<file path="config.mk">
export PLATFORM = sky130hd
export DESIGN_NAME = dds_voice_bank
export DESIGN_NICKNAME = d
export VERILOG_FILES = /design/src/rtl/dds_voice_bank.sv
export SDC_FILE = /design/constraint.sdc
export NUM_CORES = 1
export LEC_CHECK = 0
export ABC_AREA = 1
export CAP_MARGIN = 10
export CORE_AREA = 3 3 250 191
export CTS_CLUSTER_DIAMETER = 150
export DETAILED_ROUTE_END_ITERATION = 7
export DIE_AREA = 0 0 253 194
export GPL_ROUTABILITY_DRIVEN = 0
export GPL_TIMING_DRIVEN = 1
export PLACE_DENSITY = 0.58
export SYNTH_ARGS = -nofsm -noshare
export SYNTH_HDL_FRONTEND = slang
export SYNTH_SLANG_ARGS = --single-unit
</file>
<file path="constraint.sdc">
create_clock -name clk -period 6.68 [get_ports clk]
set_input_delay 2.004 -clock clk [delete_from_list [all_inputs] [get_ports clk]]
set_output_delay 2.004 -clock clk [all_outputs]
set_load 0.01 [all_outputs]
</file>
<file path="src/rtl/dds_voice_bank.sv">
// dds_voice_bank: time-multiplexed multi-voice DDS oscillator bank.
// One voice is evaluated per clock through a shared waveform stage, and the
// gated voice samples are summed into one unsigned mix sample per frame.
// Optional macro DDS_GATE_RAMP_EN: per-voice 8-bit amplitude ramp on gate
// changes, which adds one extra pipeline stage.
module dds_voice_bank #(
   parameter int NUM_VOICES = 4,
   parameter int PHASE_W    = 24,
   parameter int OUT_W      = 8,
   parameter int LUT_AW     = 8,
   localparam int VW        = $clog2(NUM_VOICES)
) (
   input  logic                clk,
   input  logic                rst,
   input  logic                en,
   input  logic                sample_tick,
   input  logic                cfg_we,
   input  logic [VW-1:0]       cfg_voice,
   input  logic [PHASE_W-1:0]  cfg_inc,
   input  logic [1:0]          cfg_wave,
   input  logic                cfg_gate,
   input  logic                cfg_phase_clr,
   output logic [OUT_W+VW-1:0] mix_out,
   output logic                mix_valid,
   output logic                busy,
   output logic                overrun
);

   localparam int MW = OUT_W + VW;
   localparam logic [OUT_W-1:0] MID = {1'b1, {(OUT_W-1){1'b0}}};
   localparam logic [MW-1:0] MIX_RST = MW'(NUM_VOICES) << (OUT_W - 1);

   typedef logic [OUT_W-1:0] rom_t [2**LUT_AW];

   // Sine table sits just below full scale so that it is symmetric about MID-0.5.
   function automatic rom_t gen_sine_rom();
      rom_t r;
      real  amp;
      real  ang;
      amp = real'(2**(OUT_W-1)) - 0.5;
      for (int k = 0; k < 2**LUT_AW; k++) begin
         ang  = 2.0 * 3.14159265358979323846 * real'(k) / real'(2**LUT_AW);
         r[k] = OUT_W'($rtoi(amp + amp * $sin(ang) + 0.5));
      end
      return r;
   endfunction

   localparam rom_t SINE_ROM = gen_sine_rom();

   typedef enum logic [1:0] {ST_IDLE, ST_RUN, ST_DRAIN} state_t;

   state_t              state_q;
   logic [VW-1:0]       v_q;
   logic [MW-1:0]       acc_q;
   logic [MW-1:0]       mix_out_q;
   logic                mix_valid_q;
   logic                busy_q;
   logic                overrun_q;

   // Programmed configuration (written any time via cfg_we).
   logic [PHASE_W-1:0]  inc_q [NUM_VOICES];
   logic [PHASE_W-1:0]  inc_d [NUM_VOICES];
   logic [1:0]          wave_q [NUM_VOICES];
   logic [1:0]          wave_d [NUM_VOICES];
   logic [NUM_VOICES-1:0] gate_q, gate_d;
   logic [NUM_VOICES-1:0] clr_pend_q, clr_pend_d;

   // Working copies frozen for the duration of a frame.
   logic [PHASE_W-1:0]  inc_w_q [NUM_VOICES];
   logic [PHASE_W-1:0]  inc_w_d [NUM_VOICES];
   logic [1:0]          wave_w_q [NUM_VOICES];
   logic [1:0]          wave_w_d [NUM_VOICES];
   logic [NUM_VOICES-1:0] gate_w_q, gate_w_d;
   logic [NUM_VOICES-1:0] clr_w_q, clr_w_d;

   logic [PHASE_W-1:0]  phase_q [NUM_VOICES];
   logic [PHASE_W-1:0]  phase_d [NUM_VOICES];

   logic                s1_val_q, s1_val_d;
   logic [OUT_W-1:0]    s1_smp_q, s1_smp_d;

   logic                start_s;
   logic                issue_s;
   logic [PHASE_W-1:0]  cur_phase_s;
   logic [OUT_W-1:0]    t_s;
   logic [OUT_W-1:0]    tri_sh_s;
   logic [OUT_W-1:0]    wave_s;
   logic                add_en_s;
   logic [OUT_W-1:0]    add_smp_s;
   logic                pipe_busy_s;

   assign start_s = (state_q == ST_IDLE) && sample_tick && en;
   assign issue_s = (state_q == ST_RUN);

   // A pending clear zeroes the phase before it is both sampled and advanced.
   assign cur_phase_s = clr_w_q[v_q] ? '0 : phase_q[v_q];
   assign t_s         = cur_phase_s[PHASE_W-1 -: OUT_W];
   assign tri_sh_s    = {t_s[OUT_W-2:0], 1'b0};

   // Configuration writes; pending clears are consumed at frame start, a same-cycle write re-arms.
   always_comb begin
      inc_d      = inc_q;
      wave_d     = wave_q;
      gate_d     = gate_q;
      clr_pend_d = start_s ? '0 : clr_pend_q;
      if (cfg_we) begin
         inc_d[cfg_voice]  = cfg_inc;
         wave_d[cfg_voice] = cfg_wave;
         gate_d[cfg_voice] = cfg_gate;
         if (cfg_phase_clr) begin
            clr_pend_d[cfg_voice] = 1'b1;
         end else begin
            clr_pend_d[cfg_voice] = clr_pend_d[cfg_voice];
         end
      end else begin
         gate_d = gate_q;
      end
   end

   // Snapshot the pre-write configuration into the working set at frame start.
   always_comb begin
      if (start_s) begin
         inc_w_d  = inc_q;
         wave_w_d = wave_q;
         gate_w_d = gate_q;
         clr_w_d  = clr_pend_q;
      end else begin
         inc_w_d  = inc_w_q;
         wave_w_d = wave_w_q;
         gate_w_d = gate_w_q;
         clr_w_d  = clr_w_q;
      end
   end

   // Advance the phase of the voice being issued this cycle.
   always_comb begin
      phase_d = phase_q;
      if (issue_s) begin
         phase_d[v_q] = cur_phase_s + inc_w_q[v_q];
      end else begin
         phase_d = phase_q;
      end
   end

   // Shared waveform generator for the voice being issued.
   always_comb begin
      case (wave_w_q[v_q])
         2'b00:   wave_s = SINE_ROM[t_s[OUT_W-1 -: LUT_AW]];
         2'b01:   wave_s = t_s[OUT_W-1] ? ~tri_sh_s : tri_sh_s;
         2'b10:   wave_s = t_s[OUT_W-1] ? '0 : '1;
         2'b11:   wave_s = t_s;
         default: wave_s = t_s;
      endcase
   end

`ifdef DDS_GATE_RAMP_EN
   logic [7:0]          amp_q [NUM_VOICES];
   logic [7:0]          amp_d [NUM_VOICES];
   logic [7:0]          s1_amp_q, s1_amp_d;
   logic                s2_val_q, s2_val_d;
   logic [OUT_W-1:0]    s2_smp_q, s2_smp_d;
   logic signed [OUT_W:0]   diff_s;
   logic signed [OUT_W+9:0] prod_s;
   logic signed [OUT_W+9:0] scaled_s;

   // Amplitudes step once per frame toward full scale or silence, saturating.
   always_comb begin
      for (int i = 0; i < NUM_VOICES; i++) begin
         if (!start_s) begin
            amp_d[i] = amp_q[i];
         end else if (gate_q[i]) begin
            amp_d[i] = (amp_q[i] == 8'hFF) ? 8'hFF : amp_q[i] + 8'd1;
         end else begin
            amp_d[i] = (amp_q[i] == 8'h00) ? 8'h00 : amp_q[i] - 8'd1;
         end
      end
   end

   // Stage 1 carries the raw sample plus amplitude; stage 2 scales about midscale.
   always_comb begin
      s1_val_d = issue_s;
      s1_smp_d = wave_s;
      s1_amp_d = amp_q[v_q];
      diff_s   = $signed({1'b0, s1_smp_q}) - $signed({1'b0, MID});
      prod_s   = diff_s * $signed({1'b0, s1_amp_q});
      scaled_s = (prod_s >>> 8) + $signed({10'd0, MID});
      s2_val_d = s1_val_q;
      s2_smp_d = scaled_s[OUT_W-1:0];
   end

   // Ramp pipeline registers.
   always_ff @(posedge clk) begin
      if (rst) begin
         for (int i = 0; i < NUM_VOICES; i++) begin
            amp_q[i] <= 8'd0;
         end
         s1_amp_q <= 8'd0;
         s2_val_q <= 1'b0;
         s2_smp_q <= '0;
      end else begin
         amp_q    <= amp_d;
         s1_amp_q <= s1_amp_d;
         s2_val_q <= s2_val_d;
         s2_smp_q <= s2_smp_d;
      end
   end

   assign add_en_s    = s2_val_q;
   assign add_smp_s   = s2_smp_q;
   assign pipe_busy_s = s1_val_q | s2_val_q;
`else
   // Gated-off voices contribute midscale so silence sits at the centre.
   always_comb begin
      s1_val_d = issue_s;
      s1_smp_d = gate_w_q[v_q] ? wave_s : MID;
   end

   assign add_en_s    = s1_val_q;
   assign add_smp_s   = s1_smp_q;
   assign pipe_busy_s = s1_val_q;
`endif

   // Voice state, working set and waveform stage registers.
   always_ff @(posedge clk) begin
      if (rst) begin
         for (int i = 0; i < NUM_VOICES; i++) begin
            inc_q[i]    <= '0;
            wave_q[i]   <= 2'b00;
            inc_w_q[i]  <= '0;
            wave_w_q[i] <= 2'b00;
            phase_q[i]  <= '0;
         end
         gate_q     <= '0;
         clr_pend_q <= '0;
         gate_w_q   <= '0;
         clr_w_q    <= '0;
         s1_val_q   <= 1'b0;
         s1_smp_q   <= '0;
      end else begin
         inc_q      <= inc_d;
         wave_q     <= wave_d;
         gate_q     <= gate_d;
         clr_pend_q <= clr_pend_d;
         inc_w_q    <= inc_w_d;
         wave_w_q   <= wave_w_d;
         gate_w_q   <= gate_w_d;
         clr_w_q    <= clr_w_d;
         phase_q    <= phase_d;
         s1_val_q   <= s1_val_d;
         s1_smp_q   <= s1_smp_d;
      end
   end

   // Frame sequencer: issue voices, drain the pipeline, publish the mix.
   always_ff @(posedge clk) begin
      if (rst) begin
         state_q     <= ST_IDLE;
         v_q         <= '0;
         acc_q       <= '0;
         mix_out_q   <= MIX_RST;
         mix_valid_q <= 1'b0;
         busy_q      <= 1'b0;
         overrun_q   <= 1'b0;
      end else begin
         mix_valid_q <= 1'b0;
         if (sample_tick && en && (state_q != ST_IDLE)) begin
            overrun_q <= 1'b1;
         end
         case (state_q)
            ST_IDLE: begin
               if (start_s) begin
                  state_q <= ST_RUN;
                  v_q     <= '0;
                  acc_q   <= '0;
                  busy_q  <= 1'b1;
               end
            end
            ST_RUN: begin
               if (add_en_s) begin
                  acc_q <= acc_q + {{VW{1'b0}}, add_smp_s};
               end
               v_q <= v_q + 1'b1;
               if (v_q == VW'(NUM_VOICES - 1)) begin
                  state_q <= ST_DRAIN;
               end
            end
            ST_DRAIN: begin
               if (add_en_s) begin
                  acc_q <= acc_q + {{VW{1'b0}}, add_smp_s};
               end
               if (!pipe_busy_s) begin
                  mix_out_q   <= acc_q;
                  mix_valid_q <= 1'b1;
                  busy_q      <= 1'b0;
                  state_q     <= ST_IDLE;
               end
            end
            default: begin
               state_q <= ST_IDLE;
               busy_q  <= 1'b0;
            end
         endcase
      end
   end

   assign mix_out   = mix_out_q;
   assign mix_valid = mix_valid_q;
   assign busy      = busy_q;
   assign overrun   = overrun_q;

endmodule

</file>
==> PnR_summary.wiki, run 1 <==
{| class="wikitable"
! Metric !! Value
|-
| Data arrival time of the critical path || 4.99 ns
|-
| Clock tree from TritonCTS || built
|-
| Sort of element at the end of the critical path || flop
|-
| Maxcap violations || 0
|-
| Worst clock skew on the final layout || 0.01785 ns
|-
| Peak fanout along the critical path || 37
|-
| Starting utilization of the core area || 39.62%
|-
| First-pass GRT wire length || 87100 um
|-
| Dominant cell type by area after synthesis || sky130_fd_sc_hd__dfxtp_1
|-
| Number of unique standard cell types used by synthesis || 53
|-
| Number of cell rows || 68
|-
| Transition at the pin with the smallest max-transition slack || 1.126 ns
|-
| Critical setup path kind || flop to flop
|-
| Synthesis Warnings || 0
|-
| Worst path top cell family by delay || simple AND/OR/NAND/NOR gates
|-
| Maximum VDD drop || 0.1879 mV
|-
| CP startpoint || v_q[1]
|-
| Yosys top cell area share || 39.44%
|-
| Aggregate routed wire length || 54190 um
|-
| Insertion delay of the later-clocked pin in the worst-skew pair || 0.56 ns
|-
| CTS Hold Buffers Added || 0
|-
| Result of the run || completed
|-
| Final Hold Fails || 0
|-
| Sequential cell area || 7129 sq um
|-
| Destination of the worst register-to-register timing path || phase_q[92]
|-
| Cell types with the highest counts after synthesis || sky130_fd_sc_hd__nand2_1 (501), sky130_fd_sc_hd__nor2_1 (379), sky130_fd_sc_hd__dfxtp_1 (356)
|-
| Area Growth Syn to Fin || 11.02%
|-
| Clock slew at reported path FFs || 0.06 ns
|-
| H-tree levels || 2
|-
| Total power per unit cell area || 391.9 nW/um^2
|-
| Fin Setup TNS || 0 ns
|-
| Die Area || 49080 sq um
|-
| Initial antenna violation count || 0
|-
| Primary FF master, synth || sky130_fd_sc_hd__dfxtp_1
|-
| Synthesized area || 18070 sq um
|-
| Maximum root-to-sink buffer count || 3
|-
| Final number of max-transition violations || 0
|-
| Area of combinational cells with multiple inputs || 9201 sq um
|-
| Max-slew headroom at the worst pin || 24.75%
|-
| DR vias/cell || 5.341
|-
| Vert. Die Dim || 194 um
|-
| Number of enable flip-flop cells after synthesis || 0
|-
| Longest individual stage delay on the worst path || 0.73 ns
|-
| Number of global-route vias before repair || 16300
|-
| Worst Setup EP || phase_q[92]
|-
| CTS Root Buffer Type || sky130_fd_sc_hd__clkbuf_16
|-
| Number of cells on the critical path || 13
|-
| DR vias || 17370
|-
| Worst path required time || 7.17 ns
|-
| HPWL after detailed placement || 34480 um
|-
| Leakage power || 0.008928 uW
|-
| ANT cells || 0
|-
| Area contributors post-synth || sky130_fd_sc_hd__dfxtp_1 (39%), sky130_fd_sc_hd__nand2_1 (10%), sky130_fd_sc_hd__o21ai_0 (9.8%)
|-
| Depth of the worst register-to-register path || 13
|-
| Instance count after placement with tap cells included || 3184
|-
| CP cell instances || inv_2, nand3_2, nand2_4, nand2_4, inv_2, ha_1, nand2_1, nor3_1, nand4_1, a31o_2, nand3_1, o211ai_1, inv_1
|-
| CORE AREA || 45600 sq um
|-
| Final cycle utilization of the critical path || 67.40%
|-
| Fraction of synthesis flops using an asynchronous set or reset pin || 0%
|-
| Die X-Extent || 253 um
|-
| Portion of the post-synthesis area used by sequential elements || 39.44%
|-
| Filler-free cell count of the finished design || 3252
|-
| Count leader, synth || sky130_fd_sc_hd__nand2_1
|-
| Average instance area after synthesis || 6.739 sq um
|-
| Number of input and output port buffers inserted || 47
|-
| Slowest stage cell, crit path || sky130_fd_sc_hd__dfxtp_2
|-
| Worst Path Buf+Inv || 3
|-
| Register-to-register path setup slack || 2.18 ns
|-
| Number of remaining DRC errors || 0
|-
| Number of register bits inferred by synthesis || 356
|-
| RSZ-0062 raised after global routing || no
|-
| Initial DRC Count || 1612
|-
| Setup violation total in the final timing report || 0
|-
| Maximum clock frequency || 222.1 MHz
|-
| Number of instances in the synthesized netlist || 2681
|-
| Number of filler instances in the final layout || 4754
|-
| Total clock sinks || 356
|-
| Proportion of layout cells with a drive suffix above 1 || 5.608%
|-
| Number of setup buffers added after CTS || 0
|-
| Post-detailed-route count of antenna-violating nets || 0
|-
| Count of pins on the block boundary || 48
|-
| Maximum number of pins on one net before global-route repair || 119
|-
| Wire length per cell after detailed routing || 16.66 um
|-
| Final net count || 2715
|-
| Type of the worst min-delay path || flop to flop
|-
| Overall Global Routing Usage || 21.80%
|-
| Number of gates resized after CTS || 0
|-
| Critical register-to-register path startpoint || v_q[1]
|-
| Leftover overflow at the end of global routing || 0
|-
| TritonCTS Buffers || 38
|-
| Drt pass-1 iters || 6
|-
| Min Clock Period, post-route || 4.502 ns
|-
| Total nets after synthesis || 2767
|-
| Startpoint kind of the worst setup timing path || flop
|}
[flip-flops by register name, indices dropped and copies added (netlist names)]
register / flops
inc_q: 96
inc_w_q: 96
phase_q: 96
acc_q: 10
mix_out: 10
add_smp_s: 8
wave_q: 8
wave_w_q: 8
clr_pend_q: 4
clr_w_q: 4
gate_q: 4
gate_w_q: 4
state_q: 2
v_q: 2
add_en_s: 1
busy: 1
mix_valid: 1
overrun: 1
[worst min-delay path, delay by kind of cell, from the launching register on]
family,cells,cell delay (ns)
buffers and inverters,1,0.05
AOI/OAI and AO/OA,1,0.05
DFF,1,0.30
[kinds of logic (layout without fill, tap and decap cells)]
logic type / Yosys count / after routing / synth area share, %
simple gates: 1081 / 1081 / 24.70
fa+ha+maj: 51 / 51 / 3.615
flops: 356 / 356 / 39.44
compound gates: 741 / 741 / 21.70
buf+inv: 436 / 412 / 9.771
xor+xnor: 16 / 16 / 0.7756
[through the flow]
step / hold slack, ns / worst slack, ns / power (uW) / area (sq um) / util, %
6_report: 0.4471 / 2.178 / 7861 / 20060 / 43.99
5_1_grt: 0.4629 / 1.946 / 8380 / 20060 / 43.99
4_1_cts: 0.4525 / 2.309 / 7823 / 20060 / 43.99
3_5_place_dp: 0.4436 / 2.010 / 5542 / 18730 / 41.08
3_3_place_gp: 0.4403 / 2.118 / 5528 / 18730 / 41.08
2_1_floorplan: 0.4246 / 3.250 / 4691 / 18070 / -
[final cells by class]
class,instances,share of cell area [%]
Multi-Input combinational cell,1889,45.87
Inverter,280,5.289
Timing Repair Buffer,64,2.969
Clock buffer,54,5.489
Sequential cell,356,35.54
Tap cell,595,3.711
Clock inverter,14,1.135
[cell usage in the layout, fill, tap and decap left out, types with 13 or more instances in the layout]
cell and instances:
sky130_fd_sc_hd__o211ai_1 32, sky130_fd_sc_hd__a21oi_1 295, sky130_fd_sc_hd__dfxtp_1 354, sky130_fd_sc_hd__o21ai_0 354
sky130_fd_sc_hd__inv_2 13, sky130_fd_sc_hd__nor2_1 378, sky130_fd_sc_hd__inv_1 257, sky130_fd_sc_hd__buf_4 18
sky130_fd_sc_hd__nand2_1 501, sky130_fd_sc_hd__clkdlybuf4s50_1 46, sky130_fd_sc_hd__ha_1 49, sky130_fd_sc_hd__nand2_2 15
sky130_fd_sc_hd__nand3_1 139, sky130_fd_sc_hd__clkbuf_16 38
[layer usage]
metal / vias up / global-route usage (%) / wire length, um
li1: 8623 / - / -
met1: 8092 / 31.84 / 26640
met2: 564 / 32.66 / 22710
met3: 89 / 4.224 / 3778
met4: 0 / 6.019 / 1055
met5: - / 0 / 0
[power by group]
| group | internal [uW] | total (uW) | leakage, uW | switching, uW |
|---|---|---|---|---|
| sequential | 2320 | 2400 | 0.00290 | 83.2 |
| combinational | 918 | 3200 | 0.00538 | 2280 |
| clock | 1350 | 2260 | 0.000653 | 907 |
| total | 4590 | 7860 | 0.00893 | 3270 |
[worst min path at each step]
stage,from,endpoint,slack [ns],cells past startpoint
after CTS,gate_w_q[2],gate_w_q[2],0.45,2
after floorplan,inc_w_q[95],inc_w_q[95],0.42,2
after global placement,inc_w_q[36],inc_w_q[36],0.44,2
final,gate_w_q[0],gate_w_q[0],0.45,2
after global routing,gate_w_q[0],gate_w_q[0],0.46,2
after detailed placement,gate_w_q[2],gate_w_q[2],0.44,2
(Power assumes the default switching activity.)
==> inputs of run 2 (changes only) <==
==> constraint.sdc (replaced) <==
create_clock -name clk -period 4.25 [get_ports clk]
set_input_delay 1.275 -clock clk [delete_from_list [all_inputs] [get_ports clk]]
set_output_delay 1.275 -clock clk [all_outputs]
set_load 0.01 [all_outputs]
==> run 2 against run 1 <==
Compared with the run above:
- sequential cell count did not move
- first-iteration DRC count increased by 29%
- global-route usage rose by 0.10 points
- via count hardly changed
- power grew 56%
- core utilization up 0.41 points
- clock-buffer cell count rose by 5
- combinational power rose by 59%
- sequential share of layout area decreased by 0.33 points
- register-to-register slack got worse by 1.6 ns
- routed wire length rose by 0.68%
- critical path type unchanged
- critical endpoint is now phase_q[71]
- largest cell class unchanged
==> PnR_summary.wiki, run 2 (synthesized netlist as in run 1, its figures left out) <==
{| class="wikitable"
! Metric !! Value
|-
| Most frequent standard cell in the layout excluding fill and tap cells || sky130_fd_sc_hd__nand2_1
|-
| Clock tree from TritonCTS || built
|-
| DR vias || 17360 (-0.029%)
|-
| TritonCTS Buffers || 38 (unchanged)
|-
| DR vias/cell || 5.302 (-0.73%)
|-
| Critical setup path kind || flop to flop
|-
| Transition at the pin with the smallest max-transition slack || 0.9384 ns (-0.1876 ns)
|-
| Final number of max-transition violations || 0 (unchanged)
|-
| Post-detailed-route count of antenna-violating nets || 0 (unchanged)
|-
| First-pass GRT wire length || 88090 um (+1.1%)
|-
| Starting utilization of the core area || 39.62% (unchanged)
|-
| Type of the worst min-delay path || flop to flop
|-
| Vert. Die Dim || 194 um (unchanged)
|-
| Peak fanout along the critical path || 50 (+35%)
|-
| Insertion delay of the later-clocked pin in the worst-skew pair || 0.54 ns (-0.02 ns)
|-
| Logic gate share of total power || 41.5% (+0.8 points)
|-
| Initial DRC Count || 2074 (+29%)
|-
| CTS Hold Buffers Added || 0 (unchanged)
|-
| Max-slew headroom at the worst pin || 37.44% (+13 points)
|-
| Leakage power || 0.009020 uW (+1.0%)
|-
| Switch Pwr || 5128 uW (+57%)
|-
| Data arrival time of the critical path || 4.09 ns (-0.90 ns)
|-
| Die Area || 49080 sq um (unchanged)
|-
| Proportion of layout cells with a drive suffix above 1 || 6.306% (+0.70 points)
|-
| Slowest stage cell, crit path || sky130_fd_sc_hd__dfxtp_2
|-
| Fraction of power spent switching nets || 41.86% (+0.22 points)
|-
| Die X-Extent || 253 um (unchanged)
|-
| Area Growth Syn to Fin || 12.05%
|-
| Count of pins on the block boundary || 48 (unchanged)
|-
| Total power per unit cell area || 605.1 nW/um^2 (+54%)
|-
| Clock slew at reported path FFs || 0.06 ns (about the same)
|-
| Number of remaining DRC errors || 0 (unchanged)
|-
| Final Hold Fails || 0 (unchanged)
|-
| HPWL after detailed placement || 35400 um (+2.7%)
|-
| Maximum root-to-sink buffer count || 3 (unchanged)
|-
| Startpoint kind of the worst setup timing path || flop
|-
| Worst path required time || 4.68 ns (-2.49 ns)
|-
| Most frequent cells in the layout || sky130_fd_sc_hd__nand2_1 (501), sky130_fd_sc_hd__nor2_1 (378), sky130_fd_sc_hd__o21ai_0 (354), sky130_fd_sc_hd__dfxtp_1 (354), sky130_fd_sc_hd__a21oi_1 (295)
|-
| Number of global-route vias before repair || 16230 (-0.44%)
|-
| Maximum clock frequency || 272.9 MHz (+23%)
|-
| CP cell instances || inv_6, buf_4, nand2_1, nand3_1, nand2_1, inv_2, nand2_2, inv_4, ha_1, inv_1, nor4_1, nand3_1, nand3_1, or2_1, nand3_1, o211ai_1, inv_1
|-
| Aggregate routed wire length || 54550 um (+0.68%)
|-
| Number of input and output port buffers inserted || 47 (unchanged)
|-
| Clock group share of total power || 27.7% (-1.0 points)
|-
| ANT cells || 0 (unchanged)
|-
| Sequential cell fraction of total power || 30.8% (+0.2 points)
|-
| Maximum number of pins on one net before global-route repair || 166 (+39%)
|-
| Final net count || 2737 (+0.81%)
|-
| Drt pass-1 iters || 7 (+1)
|-
| Maxcap violations || 0 (unchanged)
|-
| Sort of element at the end of the critical path || flop
|-
| Number of cell rows || 68 (unchanged)
|-
| Min Clock Period, post-route || 3.664 ns (-0.8387 ns)
|-
| Number of setup buffers added after CTS || 0 (unchanged)
|-
| H-tree levels || 2 (unchanged)
|-
| Maximum VDD drop || 0.3526 mV (+88%)
|-
| Number of filler instances in the final layout || 4747 (-0.15%)
|-
| Area of combinational cells with multiple inputs || 9201 sq um (unchanged)
|-
| CTS Root Buffer Type || sky130_fd_sc_hd__clkbuf_16
|-
| Sequential cell area || 7129 sq um (unchanged)
|-
| Initial antenna violation count || 0 (unchanged)
|-
| Top flop regs || inc_q (96), inc_w_q (96), phase_q (96)
|-
| Result of the run || completed
|-
| RSZ-0062 raised after global routing || no
|-
| Leftover overflow at the end of global routing || 0 (unchanged)
|-
| Cell-internal power || 7123 uW (+55%)
|-
| CORE AREA || 45600 sq um (unchanged)
|-
| Number of gates resized after CTS || 0 (unchanged)
|-
| Setup violation total in the final timing report || 0 (unchanged)
|-
| Overall Global Routing Usage || 21.91% (+0.10 points)
|-
| Longest individual stage delay on the worst path || 0.41 ns (-0.32 ns)
|-
| Wire length per cell after detailed routing || 16.66 um (about the same)
|-
| Total clock sinks || 356 (unchanged)
|-
| Final cycle utilization of the critical path || 86.21% (+19 points)
|-
| Fin Setup TNS || 0 ns (unchanged)
|-
| Total power after layout || 12250 uW (+56%)
|-
| Worst clock skew on the final layout || 0.01719 ns (-0.0006627 ns)
|-
| Most used cell along the critical path || sky130_fd_sc_hd__nand3_1
|}
-- run 2: cell count changes in the layout (fill, tap and decap cells not counted), sizes merged --
cell / before / now
inv: 275 / 274
clkinvlp: 1 / 3
bufinv: 5 / 2
buf: 18 / 40
clkbuf: 54 / 59
clkinv: 13 / 11
-- run 2: power groups by stage --
stage	combinational (uW)	sequential (uW)	clock, uW
2_1_floorplan	3550	3820	0
3_3_place_gp	4880	3850	0
3_5_place_dp	4900	3850	0
4_1_cts	4920	3780	3470
5_1_grt	5620	3820	3600
6_report	5080	3780	3390
-- run 2: worst paths after layout --
path              slack [ns]       from          end  depth (start not counted)
setup / recovery        0.59     v_q[0]  phase_q[71]                         17
hold / removal          0.45  wave_q[6]  wave_w_q[6]                          2
setup reg to reg        0.59     v_q[0]  phase_q[71]                         17
hold reg to reg         0.45  wave_q[6]  wave_w_q[6]                          2
-- run 2: stage by stage --
step | worst slack (ns) | cell area [sq um] | hold slack [ns] | instances | util (%)
after floorplan | 0.8195 | 18070 | 0.4246 | 2681 | -
after global placement | 0.8063 | 18970 | 0.4374 | 3206 | 41.60
after detailed placement | 0.7316 | 18970 | 0.4413 | 3206 | 41.60
after CTS | 0.6869 | 20250 | 0.4525 | 3275 | 44.39
after global routing | 0.2431 | 20250 | 0.4701 | 3275 | 44.39
final | 0.5862 | 20250 | 0.4488 | 3275 | 44.39
-- run 2: final cells by class --
| type | instances | area share (%) |
|---|---|---|
| timing repair buffer | 86 | 4.128 |
| sequential | 356 | 35.21 |
| clock buffer | 59 | 5.630 |
| clock inverter | 10 | 0.6613 |
| inverter | 280 | 5.241 |
| multi-input combinational | 1889 | 45.45 |
| tap | 595 | 3.677 |
-- run 2: routing by layer --
layer	vias up	GRT usage (%)	share of wire [%]
li1	8671	-	-
met1	7999	32.56	49
met2	612	33.23	42
met3	81	3.768	7.7
met4	0	4.440	1.5
met5	-	0	0
-- run 2: critical path, delay by kind of cell (launching register included) --
family / cells / cell delay [ns]
flip-flops: 1 / 0.41
buffers and inverters: 6 / 1.28
AO/OA/AOI/OAI: 1 / 0.13
AND/OR/NAND/NOR: 9 / 1.45
adder cells (fa/ha/maj): 1 / 0.23
